[src/rtl/computie_bus_initiator_if.sv]
// Computie initiator port bundle.
// The local request/response handshake and the multiplexed bus pins are carried together.
// master: the bus initiator's view. slave: the requester/target environment's view.
interface computie_bus_initiator_if #(
  parameter int unsigned BITWIDTH = 32
);
  logic                req_valid;
  logic                req_ready;
  logic                req_write;
  logic [BITWIDTH-1:0] req_addr;
  logic [BITWIDTH-1:0] req_wdata;
  logic                resp_valid;
  logic [BITWIDTH-1:0] resp_rdata;
  logic                resp_error;
  logic                cb_addr_strobe;
  logic                cb_data_strobe;
  logic                cb_read_write;
  logic                cb_data_ack;
  logic                cb_demux_oe;
  logic [BITWIDTH-1:0] cb_to_bus;
  logic [BITWIDTH-1:0] cb_from_bus;

  modport master (
    input  req_valid, req_write, req_addr, req_wdata, cb_data_ack, cb_from_bus,
    output req_ready, resp_valid, resp_rdata, resp_error,
           cb_addr_strobe, cb_data_strobe, cb_read_write, cb_demux_oe, cb_to_bus
  );

  modport slave (
    output req_valid, req_write, req_addr, req_wdata, cb_data_ack, cb_from_bus,
    input  req_ready, resp_valid, resp_rdata, resp_error,
           cb_addr_strobe, cb_data_strobe, cb_read_write, cb_demux_oe, cb_to_bus
  );
endinterface

[src/rtl/computie_bus_initiator.sv]
// Computie bus initiator: runs one address/data strobe cycle per accepted local request.
// Optional feature: define COMPUTIE_BUS_TIMEOUT_EN to end an unacknowledged data phase
// after TIMEOUT_CYCLES with resp_error set; otherwise DATA waits for ack indefinitely.
module computie_bus_initiator #(
  parameter int unsigned BITWIDTH        = 32,
  parameter int unsigned ADDR_CYCLES     = 4,
  parameter int unsigned RECOVERY_CYCLES = 4,
  parameter int unsigned TIMEOUT_CYCLES  = 255
) (
  input  logic                      comm_clock,
  input  logic                      cb_reset,
  computie_bus_initiator_if.master  bus
);

  localparam int unsigned CNT_MAX_AR = (ADDR_CYCLES > RECOVERY_CYCLES) ? ADDR_CYCLES : RECOVERY_CYCLES;
  localparam int unsigned CNT_MAX    = (CNT_MAX_AR > TIMEOUT_CYCLES) ? CNT_MAX_AR : TIMEOUT_CYCLES;
  localparam int unsigned CNT_W      = $clog2(CNT_MAX + 1);

  typedef enum logic [2:0] {
    ST_IDLE,
    ST_ADDR,
    ST_DATA,
    ST_END,
    ST_RECOVER
  } state_t;

  state_t              state_q, state_d;
  logic [CNT_W-1:0]    cnt_q, cnt_d;
  logic                req_ready_q, req_ready_d;
  logic                resp_valid_q, resp_valid_d;
  logic [BITWIDTH-1:0] resp_rdata_q, resp_rdata_d;
  logic                resp_error_q, resp_error_d;
  logic                as_q, as_d;
  logic                ds_q, ds_d;
  logic                rw_q, rw_d;
  logic                oe_q, oe_d;
  logic [BITWIDTH-1:0] to_bus_q, to_bus_d;
  logic                write_q, write_d;
  logic [BITWIDTH-1:0] wdata_q, wdata_d;
  logic [BITWIDTH-1:0] rdata_q, rdata_d;
  logic                ack_meta_q, ack_sync_q;
`ifdef COMPUTIE_BUS_TIMEOUT_EN
  logic                timeout_q, timeout_d;
`endif

  // Two-flop synchronizer for the asynchronous active-low acknowledge
  always_ff @(posedge comm_clock or negedge cb_reset) begin
    if (!cb_reset) begin
      ack_meta_q <= 1'b1;
      ack_sync_q <= 1'b1;
    end else begin
      ack_meta_q <= bus.cb_data_ack;
      ack_sync_q <= ack_meta_q;
    end
  end

  // State, counter and registered bus/response outputs
  always_ff @(posedge comm_clock or negedge cb_reset) begin
    if (!cb_reset) begin
      state_q      <= ST_IDLE;
      cnt_q        <= '0;
      req_ready_q  <= 1'b0;
      resp_valid_q <= 1'b0;
      resp_rdata_q <= '0;
      resp_error_q <= 1'b0;
      as_q         <= 1'b1;
      ds_q         <= 1'b1;
      rw_q         <= 1'b1;
      oe_q         <= 1'b0;
      to_bus_q     <= '0;
      write_q      <= 1'b0;
      wdata_q      <= '0;
      rdata_q      <= '0;
`ifdef COMPUTIE_BUS_TIMEOUT_EN
      timeout_q    <= 1'b0;
`endif
    end else begin
      state_q      <= state_d;
      cnt_q        <= cnt_d;
      req_ready_q  <= req_ready_d;
      resp_valid_q <= resp_valid_d;
      resp_rdata_q <= resp_rdata_d;
      resp_error_q <= resp_error_d;
      as_q         <= as_d;
      ds_q         <= ds_d;
      rw_q         <= rw_d;
      oe_q         <= oe_d;
      to_bus_q     <= to_bus_d;
      write_q      <= write_d;
      wdata_q      <= wdata_d;
      rdata_q      <= rdata_d;
`ifdef COMPUTIE_BUS_TIMEOUT_EN
      timeout_q    <= timeout_d;
`endif
    end
  end

  // Next-state and next-output logic for one bus cycle
  always_comb begin
    state_d      = state_q;
    cnt_d        = (cnt_q != CNT_W'(CNT_MAX)) ? cnt_q + CNT_W'(1) : cnt_q;
    req_ready_d  = 1'b0;
    resp_valid_d = 1'b0;
    resp_rdata_d = resp_rdata_q;
    resp_error_d = resp_error_q;
    as_d         = as_q;
    ds_d         = ds_q;
    rw_d         = rw_q;
    oe_d         = oe_q;
    to_bus_d     = to_bus_q;
    write_d      = write_q;
    wdata_d      = wdata_q;
    rdata_d      = rdata_q;
`ifdef COMPUTIE_BUS_TIMEOUT_EN
    timeout_d    = timeout_q;
`endif

    unique case (state_q)
      ST_IDLE: begin
        req_ready_d = 1'b1;
        if (bus.req_valid && req_ready_q) begin
          req_ready_d = 1'b0;
          write_d     = bus.req_write;
          wdata_d     = bus.req_wdata;
          to_bus_d    = bus.req_addr;
          oe_d        = 1'b1;
          rw_d        = !bus.req_write;
          as_d        = 1'b0;
          state_d     = ST_ADDR;
        end
      end

      ST_ADDR: begin
        if (cnt_q == CNT_W'(ADDR_CYCLES - 1)) begin
          ds_d = 1'b0;
          if (write_q) begin
            to_bus_d = wdata_q;
            oe_d     = 1'b1;
          end else begin
            oe_d     = 1'b0;
          end
          state_d = ST_DATA;
        end
      end

      ST_DATA: begin
        if (!ack_sync_q) begin
          rdata_d = write_q ? '0 : bus.cb_from_bus;
`ifdef COMPUTIE_BUS_TIMEOUT_EN
          timeout_d = 1'b0;
`endif
          state_d = ST_END;
        end
`ifdef COMPUTIE_BUS_TIMEOUT_EN
        else if (cnt_q == CNT_W'(TIMEOUT_CYCLES - 1)) begin
          rdata_d   = '0;
          timeout_d = 1'b1;
          state_d   = ST_END;
        end
`endif
      end

      ST_END: begin
        as_d         = 1'b1;
        ds_d         = 1'b1;
        oe_d         = 1'b0;
        rw_d         = 1'b1;
        resp_valid_d = 1'b1;
        resp_rdata_d = rdata_q;
`ifdef COMPUTIE_BUS_TIMEOUT_EN
        resp_error_d = timeout_q;
`else
        resp_error_d = 1'b0;
`endif
        state_d      = ST_RECOVER;
      end

      ST_RECOVER: begin
        // The target must have released ack before the bus is offered again
        if ((cnt_q >= CNT_W'(RECOVERY_CYCLES - 1)) && ack_sync_q) begin
          req_ready_d = 1'b1;
          state_d     = ST_IDLE;
        end
      end

      default: begin
        state_d = ST_IDLE;
      end
    endcase

    if (state_d != state_q) begin
      cnt_d = '0;
    end
  end

  assign bus.req_ready      = req_ready_q;
  assign bus.resp_valid     = resp_valid_q;
  assign bus.resp_rdata     = resp_rdata_q;
  assign bus.resp_error     = resp_error_q;
  assign bus.cb_addr_strobe = as_q;
  assign bus.cb_data_strobe = ds_q;
  assign bus.cb_read_write  = rw_q;
  assign bus.cb_demux_oe    = oe_q;
  assign bus.cb_to_bus      = to_bus_q;

endmodule

[src/flat_wrapper.sv]
// flat-port wrapper written by rule: the top's interface ports become plain ports
module computie_bus_initiator_flat 
#(
  parameter int unsigned BITWIDTH        = 32,
  parameter int unsigned ADDR_CYCLES     = 4,
  parameter int unsigned RECOVERY_CYCLES = 4,
  parameter int unsigned TIMEOUT_CYCLES  = 255
)
  (comm_clock, cb_reset, bus_req_valid, bus_req_write, bus_req_addr, bus_req_wdata, bus_cb_data_ack, bus_cb_from_bus, bus_req_ready, bus_resp_valid, bus_resp_rdata, bus_resp_error, bus_cb_addr_strobe, bus_cb_data_strobe, bus_cb_read_write, bus_cb_demux_oe, bus_cb_to_bus);
  computie_bus_initiator_if #(.BITWIDTH(BITWIDTH)) bus_i ();
  input  logic comm_clock;
  input  logic cb_reset;
  input wire logic [$bits(bus_i.req_valid)-1:0] bus_req_valid;
  input wire logic [$bits(bus_i.req_write)-1:0] bus_req_write;
  input wire logic [$bits(bus_i.req_addr)-1:0] bus_req_addr;
  input wire logic [$bits(bus_i.req_wdata)-1:0] bus_req_wdata;
  input wire logic [$bits(bus_i.cb_data_ack)-1:0] bus_cb_data_ack;
  input wire logic [$bits(bus_i.cb_from_bus)-1:0] bus_cb_from_bus;
  output wire logic [$bits(bus_i.req_ready)-1:0] bus_req_ready;
  output wire logic [$bits(bus_i.resp_valid)-1:0] bus_resp_valid;
  output wire logic [$bits(bus_i.resp_rdata)-1:0] bus_resp_rdata;
  output wire logic [$bits(bus_i.resp_error)-1:0] bus_resp_error;
  output wire logic [$bits(bus_i.cb_addr_strobe)-1:0] bus_cb_addr_strobe;
  output wire logic [$bits(bus_i.cb_data_strobe)-1:0] bus_cb_data_strobe;
  output wire logic [$bits(bus_i.cb_read_write)-1:0] bus_cb_read_write;
  output wire logic [$bits(bus_i.cb_demux_oe)-1:0] bus_cb_demux_oe;
  output wire logic [$bits(bus_i.cb_to_bus)-1:0] bus_cb_to_bus;
  assign bus_i.req_valid = bus_req_valid;
  assign bus_i.req_write = bus_req_write;
  assign bus_i.req_addr = bus_req_addr;
  assign bus_i.req_wdata = bus_req_wdata;
  assign bus_i.cb_data_ack = bus_cb_data_ack;
  assign bus_i.cb_from_bus = bus_cb_from_bus;
  assign bus_req_ready = bus_i.req_ready;
  assign bus_resp_valid = bus_i.resp_valid;
  assign bus_resp_rdata = bus_i.resp_rdata;
  assign bus_resp_error = bus_i.resp_error;
  assign bus_cb_addr_strobe = bus_i.cb_addr_strobe;
  assign bus_cb_data_strobe = bus_i.cb_data_strobe;
  assign bus_cb_read_write = bus_i.cb_read_write;
  assign bus_cb_demux_oe = bus_i.cb_demux_oe;
  assign bus_cb_to_bus = bus_i.cb_to_bus;
  computie_bus_initiator #(.BITWIDTH(BITWIDTH), .ADDR_CYCLES(ADDR_CYCLES), .RECOVERY_CYCLES(RECOVERY_CYCLES), .TIMEOUT_CYCLES(TIMEOUT_CYCLES)) u_core (.comm_clock(comm_clock), .cb_reset(cb_reset), .bus(bus_i));
endmodule
[config.mk]
export PLATFORM = sky130hd
export DESIGN_NAME = computie_bus_initiator_flat
export DESIGN_NICKNAME = d
export VERILOG_FILES = /design/src/rtl/computie_bus_initiator_if.sv /design/src/rtl/computie_bus_initiator.sv /design/src/flat_wrapper.sv
export SDC_FILE = /design/constraint.sdc
export NUM_CORES = 1
export LEC_CHECK = 0
export CAP_MARGIN = 40
export CORE_ASPECT_RATIO = 0.6
export CORE_MARGIN = 8
export CORE_UTILIZATION = 57
export CTS_CLUSTER_DIAMETER = 120
export DETAILED_ROUTE_END_ITERATION = 12
export DONT_BUFFER_PORTS = 1
export PLACE_DENSITY_LB_ADDON = 0.15
export SYNTH_ARGS = -nofsm -noshare
export SYNTH_HDL_FRONTEND = slang
export SYNTH_SLANG_ARGS = --single-unit
[constraint.sdc]
create_clock -name comm_clock -period 1.85 [get_ports comm_clock]
set_clock_uncertainty 0.1 [all_clocks]
set_input_delay 0.185 -clock comm_clock [delete_from_list [all_inputs] [get_ports comm_clock]]
set_output_delay 0.185 -clock comm_clock [all_outputs]
set_load 0.005 [all_outputs]
==> impl_metrics.env, run 1 <==
export IMPL_status="finished, violations left"
export IMPL_violations="hold timing, setup timing"
export IMPL_fin_crit_ns=1.87
export IMPL_synth_async_sr_flop_share_pct=100
export IMPL_fmax_ghz=0.534
export IMPL_dp_hpwl_um=9730
export IMPL_synthesis_nets=648
export IMPL_h_tree_depth=4
export IMPL_synth_area_leader_cell="dfrtp_1"
export IMPL_hold_slack_ns=-0.635
export IMPL_critPathSlowestCell="dfrtp_1"
export IMPL_place_inst=693
export IMPL_clk_path_buf_depth=2
export IMPL_vias=4466
export IMPL_leakage_uw=0.00420
export IMPL_synth_simple_gate_area_share_pct=14.9
export IMPL_fp_row_count=30
export IMPL_ys_ff_latch=148
export IMPL_cts_made_buffers=17
export IMPL_critPathBufInv=1
export IMPL_firstDrtPassIters=5
export IMPL_grt_max_degree=149
export IMPL_crit_type="flip-flop to flip-flop"
export IMPL_cts_root_buf="clkbuf_16"
export IMPL_crit_chain="nor4_4 > and3_4 > a31o_4 > buf_12 > mux2_4"
export IMPL_synth_fa_ha_area_share_pct=0.195
export IMPL_nets=771
export IMPL_dieHeight_um=98.2
export IMPL_crit_arrival_ns=2.06
export IMPL_die_area_um2=15000
export IMPL_grt_pass1_vias=4822
export IMPL_hold_path_class="input pin to asynchronous set/reset pin"
export IMPL_drt_total_wl_um=16100
export IMPL_syn_area_um2=6410
export IMPL_first_iter_violations=248
export IMPL_finalSetupViolCount=24
export IMPL_slew_viol_final=0
export IMPL_avgSynthCellArea_um2=11.7
export IMPL_place_congestion=0.842
export IMPL_portBuffers=0
export IMPL_path_delay_family="simple AND/OR/NAND/NOR gates"
export IMPL_drv_cap=0
export IMPL_yosys_cell_types_count=42
export IMPL_cts_tree="built"
export IMPL_track_usage_pct=21.3
export IMPL_rsz0062_at_grt="yes"
export IMPL_ant_nets=0
export IMPL_start_util_pct=57.5
export IMPL_hold_viol=148
export IMPL_synth_top_family_by_area="multiplexers"
export IMPL_dp_slack_ns=-0.00886
export IMPL_viasPerCell=5.40
export IMPL_cp_max_fo=17
export IMPL_ios=172
export IMPL_ys_warn_count=0
export IMPL_insertion_delay_ns=0.41
export IMPL_layout_drive_gt1_share_pct=26.8
export IMPL_ys_seq_area_share_pct=57.8
export IMPL_synth_xor_area_share_pct=0.273
export IMPL_fin_crit_sh_pct=101
export IMPL_synth_compound_area_share_pct=4.37
export IMPL_overflow=0
export IMPL_vdd_drop_max_mv=0.680
export IMPL_drc=0
export IMPL_area_delta_synth_final_pct=32.5
export IMPL_core_area_um2=11100
export IMPL_wl_per_cell_um=19.4
export IMPL_syn_inst=546
export IMPL_slowest_delay_ns=0.41
export IMPL_setup_slack_ns=-0.0210
export IMPL_grt_pass1_wl_um=25400
export IMPL_clk_pin_slew_ns=0.06
export IMPL_synth_edff_count=0
export IMPL_antenna_found_initial=1
export IMPL_synthMuxAreaShare_pct=19.4
export IMPL_cp_required_ns=2.04
export IMPL_layoutNonFillerInstCount=827
export IMPL_p_per_area_nw_per_um2=845
export IMPL_cts_hold_buf=99
export IMPL_cts_sinks=148
export IMPL_crit_path_end_kind="flip-flop"
export IMPL_synthTopCellsByArea="dfrtp_1 (56%), mux2_2 (12%), nand2_1 (8.0%)"
export IMPL_synth_top_flop_cell="dfrtp_1"
export IMPL_setup_tns_ns=-0.272
export IMPL_cp_start_kind="flip-flop"
export IMPL_die_x_um=153
export IMPL_netlist_area_leader_share_pct=55.8
[cell usage in the layout (no fill, tap or decap), drive strengths merged]
| master | instances |
|---|---|
| a2111oi | 1 |
| a211oi | 1 |
| a21oi | 2 |
| a31o | 2 |
| a31oi | 1 |
| a32oi | 1 |
| and2 | 2 |
| and3 | 2 |
| buf | 32 |
| bufinv | 4 |
| clkbuf | 24 |
| clkinv | 3 |
| clkinvlp | 3 |
| conb | 1 |
| dfrtp | 143 |
| dfstp | 5 |
| diode | 1 |
| dlygate4sd3 | 99 |
| ha | 1 |
| inv | 4 |
| mux2 | 98 |
| mux2i | 3 |
| nand2 | 136 |
| nand2b | 33 |
| nand3 | 5 |
| nand3b | 2 |
| nand4 | 3 |
| nor2 | 19 |
| nor3 | 6 |
| nor4 | 2 |
| o2111ai | 1 |
| o21ai | 37 |
| o221a | 1 |
| o31ai | 1 |
| or2 | 1 |
| or4b | 1 |
| xor2 | 2 |
[Yosys cell counts, types with 2 or more instances]
cell	count
o21ai_0	37
nand3_1	5
xor2_1	2
nor2_1	18
buf_2	9
dfstp_2	5
buf_12	3
buf_1	2
nand3b_1	2
a21oi_1	2
mux2_4	30
nor3_1	6
nand2b_1	33
mux2_2	68
inv_1	3
mux2i_1	3
nand2_1	136
dfrtp_1	143
nand4_1	3
clkbuf_1	14
[where the power goes]
part | internal (uW) | total (uW) | switching, uW | leakage (uW)
clock | 2410 | 3730 | 1320 | 0.000309
sequential | 3240 | 3240 | 1.58 | 0.00183
combinational | 150 | 200 | 50.2 | 0.00206
[cells by family after synthesis]
group / Yosys count
XOR/XNOR: 2
adder cells (fa/ha/maj): 1
flip-flops: 148
other: 1
AO/OA/AOI/OAI: 48
buffers and inverters: 33
multiplexers: 101
AND/OR/NAND/NOR: 212
[through the flow]
step	hold WS (ns)	util (%)	area (um2)	total power (uW)
after global routing	-0.663	76.2	8500	7380
final	-0.635	76.2	8500	7180
after detailed placement	-0.208	60.6	6750	3320
after CTS	-0.652	75.4	8400	7230
after global placement	-0.206	60.6	6750	3320
after floorplan	-0.211	-	6440	3320
[routing by layer]
metal  share of wire [%]  GRT usage, %  routed length, um
met3                 8.4          8.64               1350
met1                  41          24.5               6520
met5                   0             0                  0
met2                  50          35.9               7990
met4                 1.3          7.03                202
[path summary, 6_finish.rpt]
path | from | to | slack, ns | depth (start not counted)
max | u_core.cnt_q[6]$_DFFE_PN0P_ | u_core.bus.cb_to_bus[16]$_DFFE_PN0P_ | -0.02 | 5
min | cb_reset | u_core.bus.resp_rdata[15]$_DFFE_PN0P_ | -0.63 | 0
max reg2reg | u_core.cnt_q[6]$_DFFE_PN0P_ | u_core.bus.cb_to_bus[16]$_DFFE_PN0P_ | -0.02 | 5
min reg2reg | u_core.ack_meta_q$_DFF_PN1_ | u_core.ack_sync_q$_DFF_PN1_ | 0.26 | 0
max in group asynchronous | cb_reset | u_core.bus.cb_read_write$_DFFE_PN1P_ | 2.03 | 0
min in group comm_clock | bus_req_valid | u_core.bus.cb_demux_oe$_DFFE_PN0P_ | 0.04 | 3
[registers in the layout, indices dropped and copies added (netlist names), 3 cells and up]
register               flops
u_core.bus.cb_to_bus      32
u_core.bus.resp_rdata     32
u_core.rdata_q            32
u_core.wdata_q            32
u_core.cnt_q               8
u_core.state_q             3
[area by class of cell]
class	instances	area, um2
tap	144	180
fill	685	2650
clock buffer	22	484
antenna	1	2.50
clock inverter	10	169
inverter	4	15.0
multi-input combinational	365	2570
timing repair buffer	133	1360
sequential	148	3710
[repair_timing]
action                                 CTS  global route
gates resized for setup                  1             9
buffers inserted                         0             0
endpoints found under the hold margin  248           148
cloned                                   0             2
setup endpoints to repair               14            57
pin swaps                                1             0
Power figures use the tool's default switching activity.
==> run 2: changes to the inputs <==
--- a/config.mk
+++ b/config.mk
@@ -8,7 +8,7 @@
 export CAP_MARGIN = 40
 export CORE_ASPECT_RATIO = 0.6
 export CORE_MARGIN = 8
-export CORE_UTILIZATION = 57
+export CORE_UTILIZATION = 35
 export CTS_CLUSTER_DIAMETER = 120
 export DETAILED_ROUTE_END_ITERATION = 12
 export DONT_BUFFER_PORTS = 1
==> run 2 against run 1 <==
Effect of this change: the run still ends with hold timing, setup timing left; critical path type unchanged; count of clock-buffer cells in the layout fell by 3; core utilization down 28 points; hold slack got worse by 0.0042 ns; critical path depth is the same; first-iteration DRC count is 6.5% lower; largest power group unchanged; highest routed layer unchanged; die area up 54%; maximum frequency is 0.95% higher; non-clock buffer count rose by 8; combinational power about the same.
==> impl_metrics.env, run 2 (synthesized netlist as in run 1, its figures left out) <==
export IMPL_fin_crit_sh_pct=100
export IMPL_overflow=0
export IMPL_track_usage_pct=14.1
export IMPL_hold_viol=148
export IMPL_multi_input_comb_area_um2=2630
export IMPL_grt_max_degree=149
export IMPL_area_delta_synth_final_pct=35.7
export IMPL_place_congestion=0.796
export IMPL_dp_hpwl_um=10700
export IMPL_clk_path_buf_depth=2
export IMPL_cts_sinks=148
export IMPL_final_cell_mix="dfrtp_1 (140), nand2_1 (135), dlygate4sd3_1 (99)"
export IMPL_cp_required_ns=2.05
export IMPL_start_util_pct=35.6
export IMPL_fp_row_count=38
export IMPL_rsz0062_at_grt="yes"
export IMPL_finalSetupViolCount=1
export IMPL_h_tree_depth=4
export IMPL_antenna_found_initial=0
export IMPL_p_comb_share_pct=3.0
export IMPL_grt_pass1_wl_um=25800
export IMPL_p_int_uw=5260
export IMPL_layout_drive_gt1_share_pct=27.8
export IMPL_power_switching_uw=1490
export IMPL_diodes=0
export IMPL_core_area_um2=18000
export IMPL_setup_slack_ns=-0.00341
export IMPL_status="finished, violations left"
export IMPL_r2r_slack_ns=-0.003
export IMPL_crit_arrival_ns=2.05
export IMPL_cp_start_kind="flip-flop"
export IMPL_drc=0
export IMPL_clock_power_share_pct=49.0
export IMPL_dieHeight_um=121
export IMPL_violations="hold timing, setup timing"
export IMPL_num_fill_cells=1604
export IMPL_first_iter_violations=232
export IMPL_portBuffers=0
export IMPL_reg2reg_depth=5
export IMPL_cts_root_buf="clkbuf_16"
export IMPL_grt_pass1_vias=4605
export IMPL_crit_chain="nor4_4 > and3_4 > a31o_4 > buf_12 > mux2_4"
export IMPL_hold_path_class="input pin to asynchronous set/reset pin"
export IMPL_hold_slack_ns=-0.639
export IMPL_cts_hold_buf=99
export IMPL_slowest_delay_ns=0.41
export IMPL_seq_power_share_pct=48.0
export IMPL_clk_pin_slew_ns=0.07
export IMPL_final_common_cell="dfrtp_1"
export IMPL_crit_path_end_kind="flip-flop"
export IMPL_crit_type="flip-flop to flip-flop"
export IMPL_cp_max_fo=17
export IMPL_ant_nets=0
export IMPL_slew_viol_final=0
export IMPL_p_per_area_nw_per_um2=776
export IMPL_regArea_um2=3710
export IMPL_ios=172
export IMPL_r2r_start="u_core.cnt_q[6]$_DFFE_PN0P_"
export IMPL_vdd_drop_max_mv=0.487
export IMPL_switching_share_pct=22.1
export IMPL_drt_total_wl_um=17100
export IMPL_cts_made_buffers=17
export IMPL_firstDrtPassIters=4
export IMPL_critPathSlowestCell="dfrtp_1"
export IMPL_leakage_uw=0.00424
export IMPL_fmax_ghz=0.540
export IMPL_nets=779
export IMPL_drv_cap=0
export IMPL_final_area_um2=8710
export IMPL_reg2reg_to="u_core.bus.cb_to_bus[26]$_DFFE_PN0P_"
export IMPL_vias=4400
export IMPL_wl_per_cell_um=18.4
export IMPL_viasPerCell=4.73
export IMPL_place_area_um2=6880
export IMPL_fin_crit_ns=1.85
export IMPL_insertion_delay_ns=0.42
export IMPL_die_area_um2=23100
export IMPL_cts_tree="built"
export IMPL_die_x_um=191
==> run 2: worst max-delay path by stage <==
stage	startpoint	end	slack, ns
after global routing	u_core.cnt_q[6]$_DFFE_PN0P_	u_core.bus.cb_to_bus[5]$_DFFE_PN0P_	-0.07
after floorplan	u_core.bus.req_ready$_DFF_PN0_	u_core.bus.cb_to_bus[0]$_DFFE_PN0P_	-0.02
after detailed placement	u_core.cnt_q[6]$_DFFE_PN0P_	u_core.bus.cb_to_bus[30]$_DFFE_PN0P_	-0.02
after CTS	u_core.cnt_q[6]$_DFFE_PN0P_	u_core.bus.cb_to_bus[12]$_DFFE_PN0P_	-0.01
final	u_core.cnt_q[6]$_DFFE_PN0P_	u_core.bus.cb_to_bus[26]$_DFFE_PN0P_	-0.003
after global placement	u_core.state_q[0]$_DFF_PN0_	u_core.wdata_q[21]$_DFFE_PN0P_	0.001
==> run 2: final cells by class <==
cell class / instances / share of cell area [%]
inverters: 4 / 0.172
multi-input cells: 365 / 30.2
repair buffers: 141 / 17.1
flip-flops and latches: 148 / 42.7
well taps: 240 / 3.45
clock inverters: 13 / 1.42
clock buffers: 19 / 4.97
==> run 2: critical path, delay by kind of cell (launching register included) <==
kind	cells	cell delay [ns]
mux	1	0.32
compound gates	1	0.19
simple gates	2	0.52
buf+inv	1	0.19
flops	1	0.41
==> run 2: power by group through the flow <==
stage | clock network [uW] | registers (uW) | logic (uW)
after floorplan | 0 | 3300 | 19.1
after global placement | 0 | 3300 | 21.6
after detailed placement | 0 | 3300 | 22.4
after CTS | 3420 | 3240 | 196
after global routing | 3570 | 3240 | 212
final | 3310 | 3240 | 199
==> run 2: what timing repair did <==
item                                    in CTS  in global routing
hold endpoints to repair                   248                148
endpoints found under the setup margin      26                 63
buffers inserted                             0                  3
cloned                                       0                  6
resized for setup                            1                 32
pin swaps                                    0                  3
==> run 2: routing by layer <==
metal | wire [um] | GRT usage [%] | share of wire, % | up-vias
met4 | 221 | 4.39 | 1.3 | 0
met2 | 7500 | 20.3 | 44 | 113
met5 | 0 | 0 | 0 | -
met3 | 1190 | 5.65 | 7.0 | 14
li1 | - | - | - | 2089
met1 | 8210 | 19.1 | 48 | 2184
==> run 2: per-stage QoR <==
stage                     utilization, %  setup TNS [ns]  std cells  setup WS (ns)  power [uW]
after floorplan                        -          -0.693        546        -0.0231        3320
after global placement              38.2               0        790        0.00134        3320
after detailed placement            38.2          -0.236        790        -0.0206        3320
after CTS                           46.8          -0.131        921        -0.0133        6860
after global routing                48.3           -1.68        930        -0.0735        7020
final                               48.3        -0.00341        930       -0.00341        6750
